$ cat src/rtl/qq_pkg.sv
// qq_pkg: types and helpers shared by the QuickQ v2 address and read-data stages.
package qq_pkg;

    typedef enum logic [1:0] {EMPTY, ONE, TWO} buf_state_t;

    localparam int QQ_MAX_W = 64;

    function automatic int unsigned idx_bits(input int unsigned depth);
        return (depth > 1) ? $clog2(depth) : 1;
    endfunction

    // Callers zero-extend their word; extra zeros leave the parity unchanged.
    function automatic logic parity(input logic [QQ_MAX_W-1:0] v);
        return ^v;
    endfunction

endpackage

$ cat src/rtl/qq_out_buf.sv
// qq_out_buf: 2-entry FIFO-ordered output buffer; dout is always the oldest word,
// rd_stall is registered so consumer ready never reaches it combinationally.
module qq_out_buf
    import qq_pkg::*;
#(
    parameter int W = 8
) (
    input  logic         clk,
    input  logic         rst,
    input  logic         push,
    input  logic [W-1:0] push_data,
    input  logic         push_par,
    input  logic         dout_ready,
    output logic         rd_stall,
    output logic [W-1:0] dout,
    output logic         dout_valid,
    output logic         par_err
);

    buf_state_t   state;
    logic [W-1:0] tail;
    logic         tail_par;
    logic         head_par;
    logic         pop;

    assign pop     = dout_valid && dout_ready;
    assign par_err = dout_valid && head_par;

    always_ff @(posedge clk or negedge rst) begin
        if (!rst) begin
            state      <= EMPTY;
            dout       <= '0;
            dout_valid <= 1'b0;
            rd_stall   <= 1'b0;
            head_par   <= 1'b0;
            tail       <= '0;
            tail_par   <= 1'b0;
        end else begin
            case (state)
                EMPTY: if (push) begin
                    state      <= ONE;
                    dout       <= push_data;
                    head_par   <= push_par;
                    dout_valid <= 1'b1;
                end
                ONE: if (push && pop) begin
                    dout     <= push_data;
                    head_par <= push_par;
                end else if (push) begin
                    state    <= TWO;
                    tail     <= push_data;
                    tail_par <= push_par;
                    rd_stall <= 1'b1;
                end else if (pop) begin
                    state      <= EMPTY;
                    dout_valid <= 1'b0;
                end
                TWO: if (pop) begin
                    state    <= ONE;
                    dout     <= tail;
                    head_par <= tail_par;
                    rd_stall <= 1'b0;
                end
                default: state <= EMPTY;
            endcase
        end
    end

endmodule

$ cat src/rtl/qq_rd_port.sv
// qq_rd_port: QuickQ v2 read-data stage -- storage array, write-first fetch, output buffer.
// Define QQ_PARITY_EN to store an even-parity bit per entry and flag bad words on par_err.
module qq_rd_port
    import qq_pkg::*;
#(
    parameter int D = 4,
    parameter int W = 8
) (
    input  logic                 clk,
    input  logic                 rst,
    input  logic                 wr_en,
    input  logic [$clog2(D)-1:0] wr_addr,
    input  logic [W-1:0]         wr_data,
    input  logic                 rd_en,
    input  logic [$clog2(D)-1:0] rd_addr,
    output logic                 rd_stall,
    output logic [W-1:0]         dout,
    output logic                 dout_valid,
    input  logic                 dout_ready,
    output logic                 ovf_err,
    output logic                 par_err
);

    localparam int DW = $clog2(D);
`ifdef QQ_PARITY_EN
    localparam int MW = W + 1;
`else
    localparam int MW = W;
`endif

    logic [MW-1:0] mem [D];
    logic [MW-1:0] wr_word;
    logic [MW-1:0] fetched;
    logic [DW-1:0] rd_idx;
    logic          push;
    logic          push_par;

`ifdef QQ_PARITY_EN
    assign wr_word  = {parity(QQ_MAX_W'(wr_data)), wr_data};
    assign push_par = parity(QQ_MAX_W'(fetched[W-1:0])) ^ fetched[W];
`else
    assign wr_word  = wr_data;
    assign push_par = 1'b0;
`endif

    assign rd_idx  = rd_addr;
    assign fetched = (wr_en && wr_addr == rd_idx) ? wr_word : mem[rd_idx];
    assign push    = rd_en && !rd_stall;

    always_ff @(posedge clk) begin
        if (wr_en) mem[wr_addr] <= wr_word;
    end

    always_ff @(posedge clk or negedge rst) begin
        if (!rst) ovf_err <= 1'b0;
        else if (rd_en && rd_stall) ovf_err <= 1'b1;
    end

    qq_out_buf #(.W(W)) u_buf (
        .clk        (clk),
        .rst        (rst),
        .push       (push),
        .push_data  (fetched[W-1:0]),
        .push_par   (push_par),
        .dout_ready (dout_ready),
        .rd_stall   (rd_stall),
        .dout       (dout),
        .dout_valid (dout_valid),
        .par_err    (par_err)
    );

endmodule
$ cat config.mk
export PLATFORM = sky130hd
export DESIGN_NAME = qq_rd_port
export DESIGN_NICKNAME = d
export VERILOG_FILES = /design/src/rtl/qq_pkg.sv /design/src/rtl/qq_out_buf.sv /design/src/rtl/qq_rd_port.sv
export SDC_FILE = /design/constraint.sdc
export NUM_CORES = 1
export LEC_CHECK = 0
export BUFFER_PORTS_ARGS = -buffer_cell sky130_fd_sc_hd__buf_2
export CORE_MARGIN = 5
export CORE_UTILIZATION = 60
export CTS_CLUSTER_DIAMETER = 50
export DETAILED_ROUTE_END_ITERATION = 6
export PLACE_DENSITY = 0.84
export SYNTH_ARGS = -nofsm -noshare
export SYNTH_HDL_FRONTEND = slang
export SYNTH_SLANG_ARGS = --single-unit
$ cat constraint.sdc
create_clock -name clk -period 3.1 [get_ports clk]
set_input_delay 0.62 -clock clk [delete_from_list [all_inputs] [get_ports clk]]
set_output_delay 0.62 -clock clk [all_outputs]
set_load 0.01 [all_outputs]
# Word level (Yosys, flattened, before mapping)
# Memory sizes are Yosys's and may differ from the RTL's.
# Cells that the tools add are included.
[totals] n_memories=1 register_bits=22 word_cells=59 romBits=0 latchBits=0 ram_bits=32
[mem_list] name="mem" words=4 word_bits=8 read_ports=1 rd_clocked_by_memory_dff=0 wr=1 line_no="qq_rd_port.sv:31" source="logic [MW-1:0] mem [D];"
[op_classes] mul=0 addsub=0 magnitude_cmp=0 div=0 n_reduce_logical=16 muxes=23 eq_ne=11 shifts=0 n_bitwise=1
[op_table] cell="two-way mux 8 bit" count=4
[op_table] cell="one-hot mux 8 bit (3 select lines)" count=1
[op_table] cell="AND reduction 4 bit" count=3
[op_table] cell="two-way mux 2 bit" count=5
[op_table] cell="!= test 2 x 1 -> 1 bit, second input constant" count=5
[op_table] cell="two-way mux 1 bit" count=9
[op_table] cell="logical AND 1 bit" count=6
[op_table] cell="one-hot mux 2 bit (3 select lines)" count=1
[op_table] cell="AND reduction 5 bit" count=1
[op_table] cell="!= test 2 bit, second input constant" count=2
[op_table] cell="one-hot mux 1 bit (2 select lines)" count=2
[op_table] cell="nonzero test 2 bit" count=2
[op_table] cell="!= test 3 x 1 -> 1 bit, second input constant" count=1
[op_table] cell="one-hot mux 1 bit (3 select lines)" count=1
[op_table] cell="AND reduction 3 bit" count=1
[op_table] cell="nonzero test 3 bit" count=1
[op_table] cell="== test 2 x 1 -> 1 bit, second input constant" count=1
[op_table] cell="== test 2 bit" count=1
[op_table] cell="== test 2 bit, second input constant" count=1
[op_table] cell="logical NOT 2 bit" count=1
[op_table] cell="logical NOT 1 bit" count=1
[op_table] cell="inverter 1 bit" count=1

# Depth between registers and ports, before layout
# Gate-level depths: netlist of run 1.
[depth] depth_word=5 mapped_depth=6

# By module
# A second synthesis of run 1 with hierarchy kept.
[unflattened] hier_cells=135 area_unflattened_um2=2409.8
[by_module_without_submodules] module="qq_rd_port" n_inst=1 cells_each=62 area_per_inst_um2=1398.8 seq_area_each_um2=985.9
[by_module_without_submodules] module="qq_out_buf" n_inst=1 cells_each=73 area_per_inst_um2=1011.0 seq_area_each_um2=550.5

# Worst setup path after synthesis of run 1
# OpenSTA, ideal clock, no wires.
[synth_path] path_type="input -> register" startpoint="in rd_addr[0]" endpoint="reg u_buf.tail[3]" t_arrival_ns=1.582 setup_slack_ns=1.381 stages=6 cell_sequence="buf_4 xnor2_1 and3_1 buf_2 mux2i_1 o21ai_0"
[synth_via] elab_chain_cells=3 elab_cells_between_ends=4 cone_classes="eq/ne: 1; mux: 1; reduce/logical: 1; memory: 1"
[synth_rtl] element="from (decl)" line_no="qq_rd_port.sv:15" source="input logic [$clog2(D)-1:0] rd_addr,"
[synth_rtl] element="branches (longest 2 deep; another with memory (4 x 8 bit))"
[synth_rtl] element="two-way mux 8 bit *" line_no="qq_rd_port.sv:47" source="assign fetched = (wr_en && wr_addr == rd_idx) ? wr_word : mem[rd_idx];"
[synth_rtl] element="to (signal assigned)" line_no="qq_out_buf.sv:51" source="tail <= push_data;"
[synth_rtl] element="to (decl)" line_no="qq_out_buf.sv:21" source="logic [W-1:0] tail;"
# Every way passes the cells marked *.
# A chain may end at the register's enable or synchronous reset.

# Worst setup path in the final report of run 1
# Ends and elaborated chain as after synthesis.

==> impl_summary.md, run 1 <==
Critical path
The startpoint type of the worst setup path is a primary input. The capturing instance or port of the critical path is u_buf.tail[3]$_DFFE_PN0P_. The source of the critical timing path is rd_addr[0]. The cell family with the largest share of critical-path delay is simple AND/OR/NAND/NOR gates.

The critical path runs through a total of 5 cells. The endpoint required time on the critical path is 3.27 ns. The critical path is of the in -> reg type.

The kind of end point of the critical path is a flop. Counting cells, the worst reg-to-reg path comes to 4. The library cell contributing the largest single delay on the critical path is sky130_fd_sc_hd__and3_1. The number of buffers and inverters on the critical path is 1. The endpoint identified for the worst register-to-register timing path is u_buf.tail[1]$_DFFE_PN0P_. The worst setup slack for register-to-register paths is 1.39 ns. The launch instance of the worst register-to-register path is u_buf.state[1]$_DFFE_PN0P_. On the worst path, the slowest cell contributes a delay of 0.48 ns. Of all nets on the critical path, the largest fanout is 9. The signal arrival time at the worst endpoint is 2.00 ns. Traced cell by cell, the critical path runs through buf_2, xnor2_1, and3_1, mux2i_1, o21ai_0.

Synthesis
Summed over all instances, the cell type with the most area after synthesis is sky130_fd_sc_hd__edfxtp_1. Each instance of the synthesized netlist takes up on average 15.14 um^2. Synthesis produced a netlist with a net count of 164. The sequential fraction of the synthesis area is 66.78%. The synthesized design devotes to its leading area cell type 43.17% of total area. The total of warnings raised by yosys is 0.

The summed instance area of the synthesized netlist is 2226 um^2. By area the synthesized netlist is led by sky130_fd_sc_hd__edfxtp_1, sky130_fd_sc_hd__dfrtp_1, sky130_fd_sc_hd__mux4_2. The synthesized netlist contains 26 unique library cells. After technology mapping, the gate count stands at 147. The synthesized flop and latch total is 53.

STA
Setup slack on the critical path of the routed design comes to 1.265 ns. The actual transition at the worst max-transition pin is 0.7480 ns. Setup repair after global routing left no endpoint under its margin. Setup violations remaining at the end of the flow were counted as 0.

The hold slack is 0.2543 ns. Subtracting the final worst setup slack from the clock period gives 1.835 ns. Of the available clock period, the critical path in the final layout requires 59.20%. The worst setup skew after layout is 0.002046 ns. The worst slew slack as a fraction of its limit is 49.95%. Derived from the worst setup path, the maximum achievable clock frequency is 544.9 MHz. Adding up every negative setup slack in the final design gives 0 ns. The number of pins with negative max-slew slack in the final report is 0. The final count of hold timing violations is 0.

Floorplanning
The starting utilization of the core area is 61.26%. The floorplan step defined a core boundary enclosing 3633 um^2. The die height is 70.91 um.

The number of rows created at floorplan is 22. The die covers 5028 um^2. Pin placement for this block handled 29 I/O pins. The die boundary width is 70.91 um.

Clock network
The clock latency of the later-clocked register in the worst-skew pair is 0.30 ns. The largest buffer count on any clock path is 2. The total CTS buffers is 5.

The clock tree from TritonCTS is done. The count of hold buffers inserted by post-cts repair is 0. The clock sink count is 53. The number of setup buffers added after CTS is 0. The number of gates resized after CTS was 0.

The H-tree was split into 2 levels. The tree is rooted in a sky130_fd_sc_hd__clkbuf_8. Clock-pin slew was measured on the worst setup and hold paths at 0.09 ns.

Route
The total via count in the routed design is 1,297. The first detailed-routing pass ran for 4 iterations. The total routed wirelength is 3888 um. The number of nets with antenna violations after routing is 0.

The wire length per cell after detailed routing is 17.28 um. The via-per-instance ratio is 5.764. After detailed routing, the number of remaining DRC violations is 0. The number of violations reported at the end of detailed-routing iteration 0 is 92.

Cells and area
In the final layout, the share of cells above drive strength 1 is 25.99%. The final antenna diode count is 0. For this run, the share of the core covered by cells in the final layout is 68.35%. Leaving out fill and tap cells, the most frequent cell in the layout is sky130_fd_sc_hd__edfxtp_1.

Leaving out fill and tap cells, the most frequent cells in the layout are sky130_fd_sc_hd__edfxtp_1, sky130_fd_sc_hd__buf_2, sky130_fd_sc_hd__dfrtp_1. Compared with the post-synthesis result, the final layout area differs by 11.58%. The layout net count is 193.

Min path
The path class of the tightest hold or removal check is in -> async.

Power
For this design the ratio of total power to cell area is 736.2 nW/um^2. The total power is 1828 uW. The peak supply drop is 507.2 uV. For this design the static power due to leakage is 0.0009111 uW.

Place
The HPWL after detailed placement is 2794 um. The global placer's final weighted congestion is 0.7609. The port buffer count is 27.

The post-place setup slack is 0.9151 ns.

Global routing
The overall global routing resource usage is 16.75%. The number of antenna violations at the first check in global routing is 0. The maximum number of pins on one net before global-route repair is 22. The number of global-route vias before repair is 1,278. The first global-routing pass estimated 6285 um of wire. After global routing the overflow that remains totals 0.

Flow run
Max-cap violations in this run came to 0.

Run status
The run finished with clean final reports.
registers in the layout, summed over array words and instances (netlist names):
register / cells
mem: 32
u_buf.dout: 8
u_buf.tail: 8
u_buf.state: 2
ovf_err: 1
u_buf.dout_valid: 1
u_buf.rd_stall: 1
synth_stat cells:
master and n:
sky130_fd_sc_hd__edfxtp_1 32, sky130_fd_sc_hd__dfrtp_1 21, sky130_fd_sc_hd__mux2i_1 16, sky130_fd_sc_hd__nand2_1 14, sky130_fd_sc_hd__a21oi_1 11, sky130_fd_sc_hd__nand2b_1 9, sky130_fd_sc_hd__mux4_2 8, sky130_fd_sc_hd__o21ai_0 8
sky130_fd_sc_hd__nor2_1 4, sky130_fd_sc_hd__a31oi_1 2, sky130_fd_sc_hd__and3_1 2, sky130_fd_sc_hd__buf_2 2, sky130_fd_sc_hd__buf_4 2, sky130_fd_sc_hd__clkbuf_1 2, sky130_fd_sc_hd__nor3b_1 2, sky130_fd_sc_hd__xnor2_1 2
sky130_fd_sc_hd__a21boi_2 1, sky130_fd_sc_hd__a21o_1 1, sky130_fd_sc_hd__and3b_1 1, sky130_fd_sc_hd__conb_1 1, sky130_fd_sc_hd__nand3b_1 1, sky130_fd_sc_hd__nor2b_1 1, sky130_fd_sc_hd__o22ai_1 1, sky130_fd_sc_hd__o22ai_4 1
sky130_fd_sc_hd__or2b_1 1, sky130_fd_sc_hd__or3b_4 1
layout make-up:
cell class	instances	area, um^2
well taps	48	60.06
clock inverters	2	15.01
multi-input cells	88	706.9
fillers	286	1150
clock buffers	6	72.57
flip-flops and latches	53	1486
repair buffers	28	142.6
worst min path at each step:
| stage | startpoint | to | slack (ns) | cells after the start |
|---|---|---|---|---|
| floorplan | rst | ovf_err$_DFFE_PN0P_ | 0.32 | 0 |
| global placement | ovf_err$_DFFE_PN0P_ | ovf_err$_DFFE_PN0P_ | 0.43 | 1 |
| detailed placement | ovf_err$_DFFE_PN0P_ | ovf_err$_DFFE_PN0P_ | 0.44 | 1 |
| CTS | rst | u_buf.tail[6]$_DFFE_PN0P_ | 0.25 | 1 |
| global route | rst | u_buf.tail[0]$_DFFE_PN0P_ | 0.28 | 1 |
| finish | rst | u_buf.dout[0]$_DFFE_PN0P_ | 0.25 | 1 |
metal layers:
layer	vias up	wire [um]	GRT usage [%]
met4	0	64	6.889
met5	-	0	0
met1	652	1662	20.63
met2	35	1966	27.29
met3	7	194	5.540
li1	603	-	-
stage by stage:
stage | std cells | cell area (um^2)
floorplan | 147 | 2226
global placement | 217 | 2396
detailed placement | 217 | 2396
CTS | 225 | 2484
global route | 225 | 2484
finish | 225 | 2484
logic make-up after synthesis:
kind of cell | share of synthesized area [%]
buf+inv | 1.461
flops | 66.78
mux | 15.29
simple gates | 8.656
compound gates | 6.858
other cells | 0.1685
xor+xnor | 0.7871
where the power goes:
group	leakage, uW	internal (uW)	switching, uW
Combinational	0.000333	215	261
Clock	0.0000374	159	208
Sequential	0.000541	896	89.5
Power figures use the tool's default switching activity.
==> inputs of run 2 (changes only) <==
Settings changed: CORE_UTILIZATION 60 to 51, PLACE_DENSITY 0.84 to 0.77.
Clock period 3.1 ns to 1.67 ns, I/O delays scaled along.
==> run 2 against run 1 <==
  * Flip-flop and latch count is the same
  * Clock power grew 130%
  * Critical path depth shrank 1
  * Highest routed layer unchanged
  * Sequential share of layout area shrank 3.3 points
  * Final cell count grew 7.1%
==> impl_summary.md, run 2 (synthesis gave the netlist of run 1 again) <==
Route
The residual DRC count was 0 (unchanged). The via-per-instance ratio is 5.448 (was 5.764). The wire length per cell after detailed routing is 16.64 um (was 17.28 um).

The total via count in the routed design was 1,313 (was 1,297). The number of nets with antenna violations after routing was 0 (unchanged). The first-pass iteration count of the detailed router came to 4 (unchanged).

The total routed wirelength came to 4011 um (was 3888 um). The number of violations reported at the end of detailed-routing iteration 0 is 58 (was 92).

Place
The post-place setup slack is 0.02327 ns (was 0.9151 ns). The port buffer count came to 27 (unchanged). The HPWL after detailed placement came to 2993 um (was 2794 um). The global placer's final weighted congestion is 0.8484 (was 0.7609).

Cells and area
The share of final-layout standard cells stronger than drive strength 1 is 30.16% (was 25.99%). The final core utilization was 61.22% (was 68.35%). The final antenna diode count was 0 (unchanged). The commonest non-fill, non-tap cell in the layout is sky130_fd_sc_hd__edfxtp_1 (unchanged).

The relative area change from synthesis to final layout is 18.10% (was 11.58%). Top flop regs: mem: 32 flops, u_buf.dout: 8 flops, u_buf.tail: 8 flops (unchanged). The layout net count came to 205 (was 193). The number of flip-flops in the largest register came to 32 (unchanged).

The register ranked first by flip-flop count was mem (unchanged). Commonest cells after routing, fill and taps aside: sky130_fd_sc_hd__edfxtp_1, sky130_fd_sc_hd__buf_2, sky130_fd_sc_hd__dfrtp_1 (unchanged).

Clock network
The clock-pin slew reported for the worst setup and hold paths after clock tree synthesis is 0.09 ns (about the same). The count of cells resized by post-cts repair is 0 (unchanged). The number of setup buffers added after CTS was 0 (unchanged). The buffer cell driving the clock tree root is sky130_fd_sc_hd__clkbuf_8 (unchanged). The clock latency of the later-clocked register in the worst-skew pair is 0.30 ns (about the same). The clock sink count is 53 (unchanged). The H-tree depth reported by CTS is 2 (unchanged).

The clock tree from TritonCTS is done (unchanged). The largest buffer count on any clock path is 2 (unchanged). The total CTS buffers is 5 (unchanged).

Global routing
The maximum number of pins on one net before global-route repair came to 22 (unchanged). The number of antenna violations at the first check in global routing is 0 (unchanged). The number of global-route vias before repair is 1,396 (was 1,278). The overall global routing resource usage is 14.58% (was 16.75%).

The overflow left after global routing is 0 (unchanged). The global-route wire length before repair is 6651 um (was 6285 um).

Floorplanning
The starting utilization of the core area is 51.84% (was 61.26%). The core area is 4294 um^2 (was 3633 um^2). The floorplan die area was 5786 um^2 (was 5028 um^2). The number of rows created at floorplan is 24 (was 22). The die height was 76.07 um (was 70.91 um). The top-level port count is 29 (unchanged). The die boundary width is 76.07 um (was 70.91 um).

STA
The final count of hold timing violations was 0 (unchanged). The number of pins with negative max-slew slack in the final report came to 0 (unchanged). The setup TNS after final layout was 0 ns (unchanged). The count of endpoints failing setup in the final report is 0 (unchanged). After layout, the worst path uses 94.23% of the clock period. Setup repair after global routing missed its margin: no (unchanged).

The final critical-path setup slack was 0.09637 ns (was 1.265 ns). The timing-limited maximum frequency is 635.5 MHz. The hold slack was 0.2610 ns (was 0.2543 ns). The smallest clock period supported by the final layout is computed as 1.574 ns.

The worst setup skew after layout is 0.004704 ns (was 0.002046 ns).

Min path
The worst min-delay path class is in -> reg (was in -> async).

Critical path
The endpoint required time on the critical path is 1.86 ns (was 3.27 ns). The library cell contributing the largest single delay on the critical path is sky130_fd_sc_hd__or3b_4 (was sky130_fd_sc_hd__and3_1). The startpoint type of the worst setup path is a flop (was primary input). The maximum cell stage delay along the critical path was 0.42 ns (was 0.48 ns). The top fanout value on the critical path is 8 (was 9). The category of the critical setup timing path is reg -> reg (was in -> reg).

Critical path, cell by cell: or3b_4, o22ai_4, mux2i_1, a21oi_1 (was buf_2, xnor2_1, and3_1, mux2i_1, o21ai_0). The kind of end point of the critical path is a flop (unchanged). The signal arrival time at the worst endpoint was 1.76 ns (was 2.00 ns).

Power
The reported leakage power is 0.0009924 uW (was 0.0009111 uW). The peak supply drop is 697.3 uV (was 507.2 uV). The power per standard cell area is 1388 nW/um^2 (was 736.2 nW/um^2).

Run status
Run status: finished, final reports clean (unchanged).

Flow run
The max-capacitance violation count is 0 (unchanged).
==> run 2: cell count changes in the layout (fill, tap and decap cells not counted), sizes merged <==
cell | before | now
buf | 28 | 39
bufinv | 0 | 1
clkbuf | 6 | 5
clkinv | 0 | 1
clkinvlp | 2 | 1
dlygate4sd3 | 0 | 1
==> run 2: per-stage QoR <==
step	area, um^2	cells	power [uW]
after detailed placement	2509	232	2845
final	2629	241	3649
after CTS	2629	241	3679
after global placement	2509	232	2779
after global routing	2629	241	3851
after floorplan	2226	147	2438
==> run 2: worst paths after layout <==
| kind | from | endpoint | slack [ns] | cells after the start |
|---|---|---|---|---|
| max | u_buf.state[1]$_DFFE_PN0P_ | u_buf.dout[4]$_DFFE_PN0P_ | 0.1 | 4 |
| min | wr_data[4] | mem[3][4]$_DFFE_PP_ | 0.26 | 1 |
| max reg2reg | u_buf.state[1]$_DFFE_PN0P_ | u_buf.dout[4]$_DFFE_PN0P_ | 0.1 | 4 |
| min reg2reg | ovf_err$_DFFE_PN0P_ | ovf_err$_DFFE_PN0P_ | 0.48 | 1 |
| max in group asynchronous | rst | u_buf.tail[0]$_DFFE_PN0P_ | 0.85 | 2 |
| min in group asynchronous | rst | ovf_err$_DFFE_PN0P_ | 0.50 | 2 |
==> run 2: cell type report <==
type / instances / area, um^2
multi-input cells: 88 / 706.9
repair buffers: 40 / 260.3
clock inverters: 3 / 41.29
clock buffers: 5 / 68.82
well taps: 52 / 65.06
flip-flops and latches: 53 / 1486
fillers: 327 / 1665
==> run 2: worst max-delay path: cells and delay by family (launching register included) <==
family	cells	cell delay, ns
AND/OR/NAND/NOR	1	0.42
multiplexers	1	0.25
flip-flops	1	0.39
AO/OA/AOI/OAI	2	0.40
==> run 2: per-layer routing <==
layer,vias to the layer above,track usage (%),wire length [um]
li1,629,-,-
met1,647,16.88,1682
met2,30,25.26,2054
met3,7,4.846,221
met4,0,4.895,52
met5,-,0,0
==> run 2: report_power, final <==
part           internal (uW)  switching [uW]
Sequential              1660             150
Combinational            474             522
Clock                    441             398
==> run 2: repair_timing <==
item                                    CTS  global route
hold buffers                              1             0
endpoints found under the setup margin    0             0
hold endpoints to repair                 21             0
==> inputs of run 3 (changes only) <==
Settings changed: ABC_AREA set to 1, CORE_UTILIZATION 51 to 52.
Clock period 1.67 ns to 1.4 ns, I/O delays scaled along.
==> run 3 against run 2 <==
  * Die area increased by 8.1%
  * Via count increased by 40%
  * Global-route usage increased by 2.4 points
  * Fmax increased by 28%
  * Combinational power decreased by 74%
  * Critical endpoint is now u_buf.dout[5]$_DFFE_PN0P_
==> impl_summary.md, run 3 <==
Cells and area
The final design instance area without fill is 2816 um^2 (was 2629 um^2). The register ranked first by flip-flop count is mem (unchanged). The number of flip-flops in the largest register is 32 (unchanged).

The commonest non-fill, non-tap cell in the layout is sky130_fd_sc_hd__nand2_1 (was sky130_fd_sc_hd__edfxtp_1). The layout net count came to 325 (was 205). The share of final-layout standard cells stronger than drive strength 1 is 20.71% (was 30.16%).

The final antenna diode count is 0 (unchanged). The number of fillers in the final layout is 409 (was 327). The relative area change from synthesis to final layout is 13.46% (was 18.10%). Top flop regs: mem: 32 flops, u_buf.dout: 8 flops, u_buf.tail: 8 flops (unchanged). Commonest cells after routing, fill and taps aside: sky130_fd_sc_hd__nand2_1, sky130_fd_sc_hd__edfxtp_1, sky130_fd_sc_hd__buf_2 (was sky130_fd_sc_hd__edfxtp_1, sky130_fd_sc_hd__buf_2, sky130_fd_sc_hd__dfrtp_1).

Floorplanning
The die boundary width came to 79.09 um (was 76.07 um). The starting utilization of the core area was 52.91% (was 51.84%). The floorplan die area is 6255 um^2 (was 5786 um^2). The number of rows created at floorplan is 25 (was 24). The die height came to 79.09 um (was 76.07 um). The top-level port count is 29 (unchanged). The core area is 4692 um^2 (was 4294 um^2).

Critical path
The top fanout value on the critical path is 17 (was 8). The capturing instance or port of the critical path is u_buf.dout[5]$_DFFE_PN0P_ (was u_buf.dout[4]$_DFFE_PN0P_). The count of buffer and inverter cells on the critical path came to 0 (unchanged). The source of the critical timing path is u_buf.rd_stall$_DFFE_PN0P_ (was u_buf.state[1]$_DFFE_PN0P_).

The worst setup slack for register-to-register paths is 0.17 ns (was 0.1 ns). The count of cell instances traversed by the critical path was 7 (was 4). The maximum cell stage delay along the critical path is 0.42 ns (about the same).

The startpoint type of the worst setup path is a flop (unchanged). The cell depth of the worst flop-to-flop path is 7 (was 4). The category of the critical setup timing path is reg -> reg (unchanged).

The capturing point of the worst reg2reg path is u_buf.dout[5]$_DFFE_PN0P_ (was u_buf.dout[4]$_DFFE_PN0P_). The signal arrival time at the worst endpoint is 1.47 ns (was 1.76 ns). The cell family with the largest share of critical-path delay is simple AND/OR/NAND/NOR gates (unchanged). The endpoint required time on the critical path is 1.64 ns (was 1.86 ns). Critical path, cell by cell: nor2_4, nand2_4, o21ai_4, nand2_4, nor2_1, nand2_1, nand2_1 (was or3b_4, o22ai_4, mux2i_1, a21oi_1).

The launch instance of the worst register-to-register path is u_buf.rd_stall$_DFFE_PN0P_ (was u_buf.state[1]$_DFFE_PN0P_). The library cell contributing the largest single delay on the critical path is sky130_fd_sc_hd__dfrtp_1 (was sky130_fd_sc_hd__or3b_4). The kind of end point of the critical path is a flop (unchanged).

Clock network
The clock sink count came to 53 (unchanged). The clock-pin slew reported for the worst setup and hold paths after clock tree synthesis was 0.09 ns (about the same). The clock latency of the later-clocked register in the worst-skew pair is 0.30 ns (about the same). The largest buffer count on any clock path is 2 (unchanged). The count of cells resized by post-cts repair is 0 (unchanged).

The clock tree from TritonCTS is done (unchanged). The total CTS buffers was 5 (unchanged). The buffer cell driving the clock tree root is sky130_fd_sc_hd__clkbuf_8 (unchanged). The H-tree depth reported by CTS is 2 (unchanged).

Synthesis
The summed instance area of the synthesized netlist came to 2482 um^2 (was 2226 um^2). Commonest cells in the netlist: sky130_fd_sc_hd__nand2_1, sky130_fd_sc_hd__edfxtp_1, sky130_fd_sc_hd__dfrtp_1 (was sky130_fd_sc_hd__edfxtp_1, sky130_fd_sc_hd__dfrtp_1, sky130_fd_sc_hd__mux2i_1). The number of synthesized flops with an enable pin is 32 (unchanged). The count of distinct cell types in the synthesized netlist came to 24 (was 26).

The most used flip-flop cell after synthesis is sky130_fd_sc_hd__edfxtp_1 (unchanged). The sequential fraction of the synthesis area is 59.88% (was 66.78%). The count of mapped cells out of synthesis is 270 (was 147).

The total of warnings raised by yosys is 0 (unchanged). The post-synthesis async set-or-reset flop share is 39.62% (unchanged). The share of the synthesized area in the top cell type is 38.71% (was 43.17%).

Top area cells in the synthesized netlist: sky130_fd_sc_hd__edfxtp_1, sky130_fd_sc_hd__nand2_1, sky130_fd_sc_hd__dfrtp_1 (was sky130_fd_sc_hd__edfxtp_1, sky130_fd_sc_hd__dfrtp_1, sky130_fd_sc_hd__mux4_2). The most repeated cell in the gate-level netlist after synthesis is sky130_fd_sc_hd__nand2_1 (was sky130_fd_sc_hd__edfxtp_1). The library cell occupying the most area in the post-synthesis netlist is sky130_fd_sc_hd__edfxtp_1 (unchanged). The synthesized flop and latch total was 53 (unchanged). The synthesized area per cell is 9.194 um^2 (was 15.14 um^2). The number of nets produced by synthesis was 287 (was 164).

Global routing
The overall global routing resource usage is 17.00% (was 14.58%). The maximum number of pins on one net before global-route repair is 22 (unchanged). The global-route wire length before repair is 8300 um (was 6651 um).

The number of global-route vias before repair came to 1,780 (was 1,396). The overflow left after global routing is 0 (unchanged). The number of antenna violations at the first check in global routing is 0 (unchanged).

Place
The HPWL after detailed placement was 3398 um (was 2993 um). The area after detailed placement is 2695 um^2 (was 2509 um^2). The port buffer count is 27 (unchanged). The global placer's final weighted congestion is 0.7889 (was 0.8484).

STA
The worst setup skew after layout was 0.006986 ns (was 0.004704 ns). The final cycle utilization of the critical path is 87.63% (was 94.23%). The timing-limited maximum frequency is 815.1 MHz (was 635.5 MHz). The number of pins with negative max-slew slack in the final report is 0 (unchanged). Setup repair after global routing missed its margin: no (unchanged). The setup TNS after final layout came to 0 ns (unchanged). The count of endpoints failing setup in the final report is 0 (unchanged). The minimum clock period is 1.227 ns (was 1.574 ns).

The hold slack is 0.2124 ns (was 0.2610 ns). The final count of hold timing violations was 0 (unchanged).

Route
The number of nets with antenna violations after routing is 0 (unchanged). The total via count in the routed design is 1,844 (was 1,313). The number of violations reported at the end of detailed-routing iteration 0 is 120 (was 58). The first-pass iteration count of the detailed router is 4 (unchanged).

The via-per-instance ratio was 5.080 (was 5.448). The wire length per cell after detailed routing was 13.06 um (was 16.64 um). The residual DRC count is 0 (unchanged). The total routed wirelength is 4740 um (was 4011 um).

Power
The reported leakage power is 0.001446 uW (was 0.0009924 uW). The peak supply drop is 764.8 uV (was 697.3 uV). The power per standard cell area is 1060 nW/um^2 (was 1388 nW/um^2).

Min path
The worst hold path startpoint is wr_data[1] (was wr_data[4]). The worst min-delay path class was in -> reg (unchanged).

Run status
Run status: finished, final reports clean (unchanged).

Flow run
The max-capacitance violation count came to 0 (unchanged).
## run 3: changes by cell type in the layout (fill, tap and decap cells not counted), sizes merged, moves of 5 or more
cell    delta
nand3     +10
inv       +10
o21ai      -5
mux4       -8
nand2b     -9
mux2i     -16
nor2      +19
a21oi      -9
nand4      +8
nand2    +137
## run 3: cells by family (layout without fill, tap and decap cells)
kind of cell	count (synthesis)	count (layout)	synth area share, %
AO/OA/AOI/OAI	7	7	2.067
other	1	1	0.1511
flip-flops	53	53	59.88
AND/OR/NAND/NOR	192	192	33.57
buffers and inverters	17	56	4.334
## run 3: final cells by class
type | count | area, um^2 | share of cell area (%)
inverters | 10 | 42.54 | 1.510
multi-input cells | 200 | 888.4 | 31.54
clock inverters | 2 | 38.79 | 1.377
flip-flops and latches | 53 | 1486 | 52.78
clock buffers | 6 | 72.57 | 2.577
repair buffers | 38 | 220.2 | 7.819
well taps | 54 | 67.56 | 2.399
## run 3: routing by layer
| metal | share of wire, % | track usage (%) |
|---|---|---|
| met5 | 0 | 0 |
| met4 | 1.2 | 5.155 |
| met3 | 3.6 | 2.834 |
| met2 | 49 | 28.03 |
| met1 | 46 | 23.11 |
## run 3: worst register-to-register path, delay by kind of cell (launching register included)
| family | cells | cell delay, ns |
|---|---|---|
| simple gates | 6 | 0.70 |
| flops | 1 | 0.42 |
| compound gates | 1 | 0.07 |
## run 3: timing repair
action,CTS,global route
endpoints found under the hold margin,21,0
setup buffers,0,0
hold buffers,1,0
## run 3: power by group
group / internal, uW / leakage [uW] / total, uW / switching [uW]
registers: 1710 / 0.000572 / 1720 / 10.3
logic: 85.1 / 0.000819 / 261 / 176
clock network: 536 / 0.0000554 / 1010 / 470
total: 2330 / 0.00145 / 2990 / 655
## run 3: worst min-delay path by stage
stage,slack [ns],cells after the start,to
after global routing,0.21,1,mem[2][1]$_DFFE_PP_
final,0.21,1,mem[2][1]$_DFFE_PP_
after global placement,0.26,1,u_buf.tail[3]$_DFFE_PN0P_
after detailed placement,0.26,1,u_buf.tail[3]$_DFFE_PN0P_
after CTS,0.21,1,mem[0][2]$_DFFE_PP_
after floorplan,-0.02,0,ovf_err$_DFFE_PN0P_
## run 3: stage by stage
stage               worst slack (ns)  std cells  util (%)  total power (uW)
floorplan                     0.2214        270         -              1920
global placement              0.1077        354     57.44              2005
detailed placement           0.07077        354     57.44              2012
CTS                           0.1533        363     60.03              3023
global route                 0.06090        363     60.03              3120
finish                        0.1732        363     60.03              2986
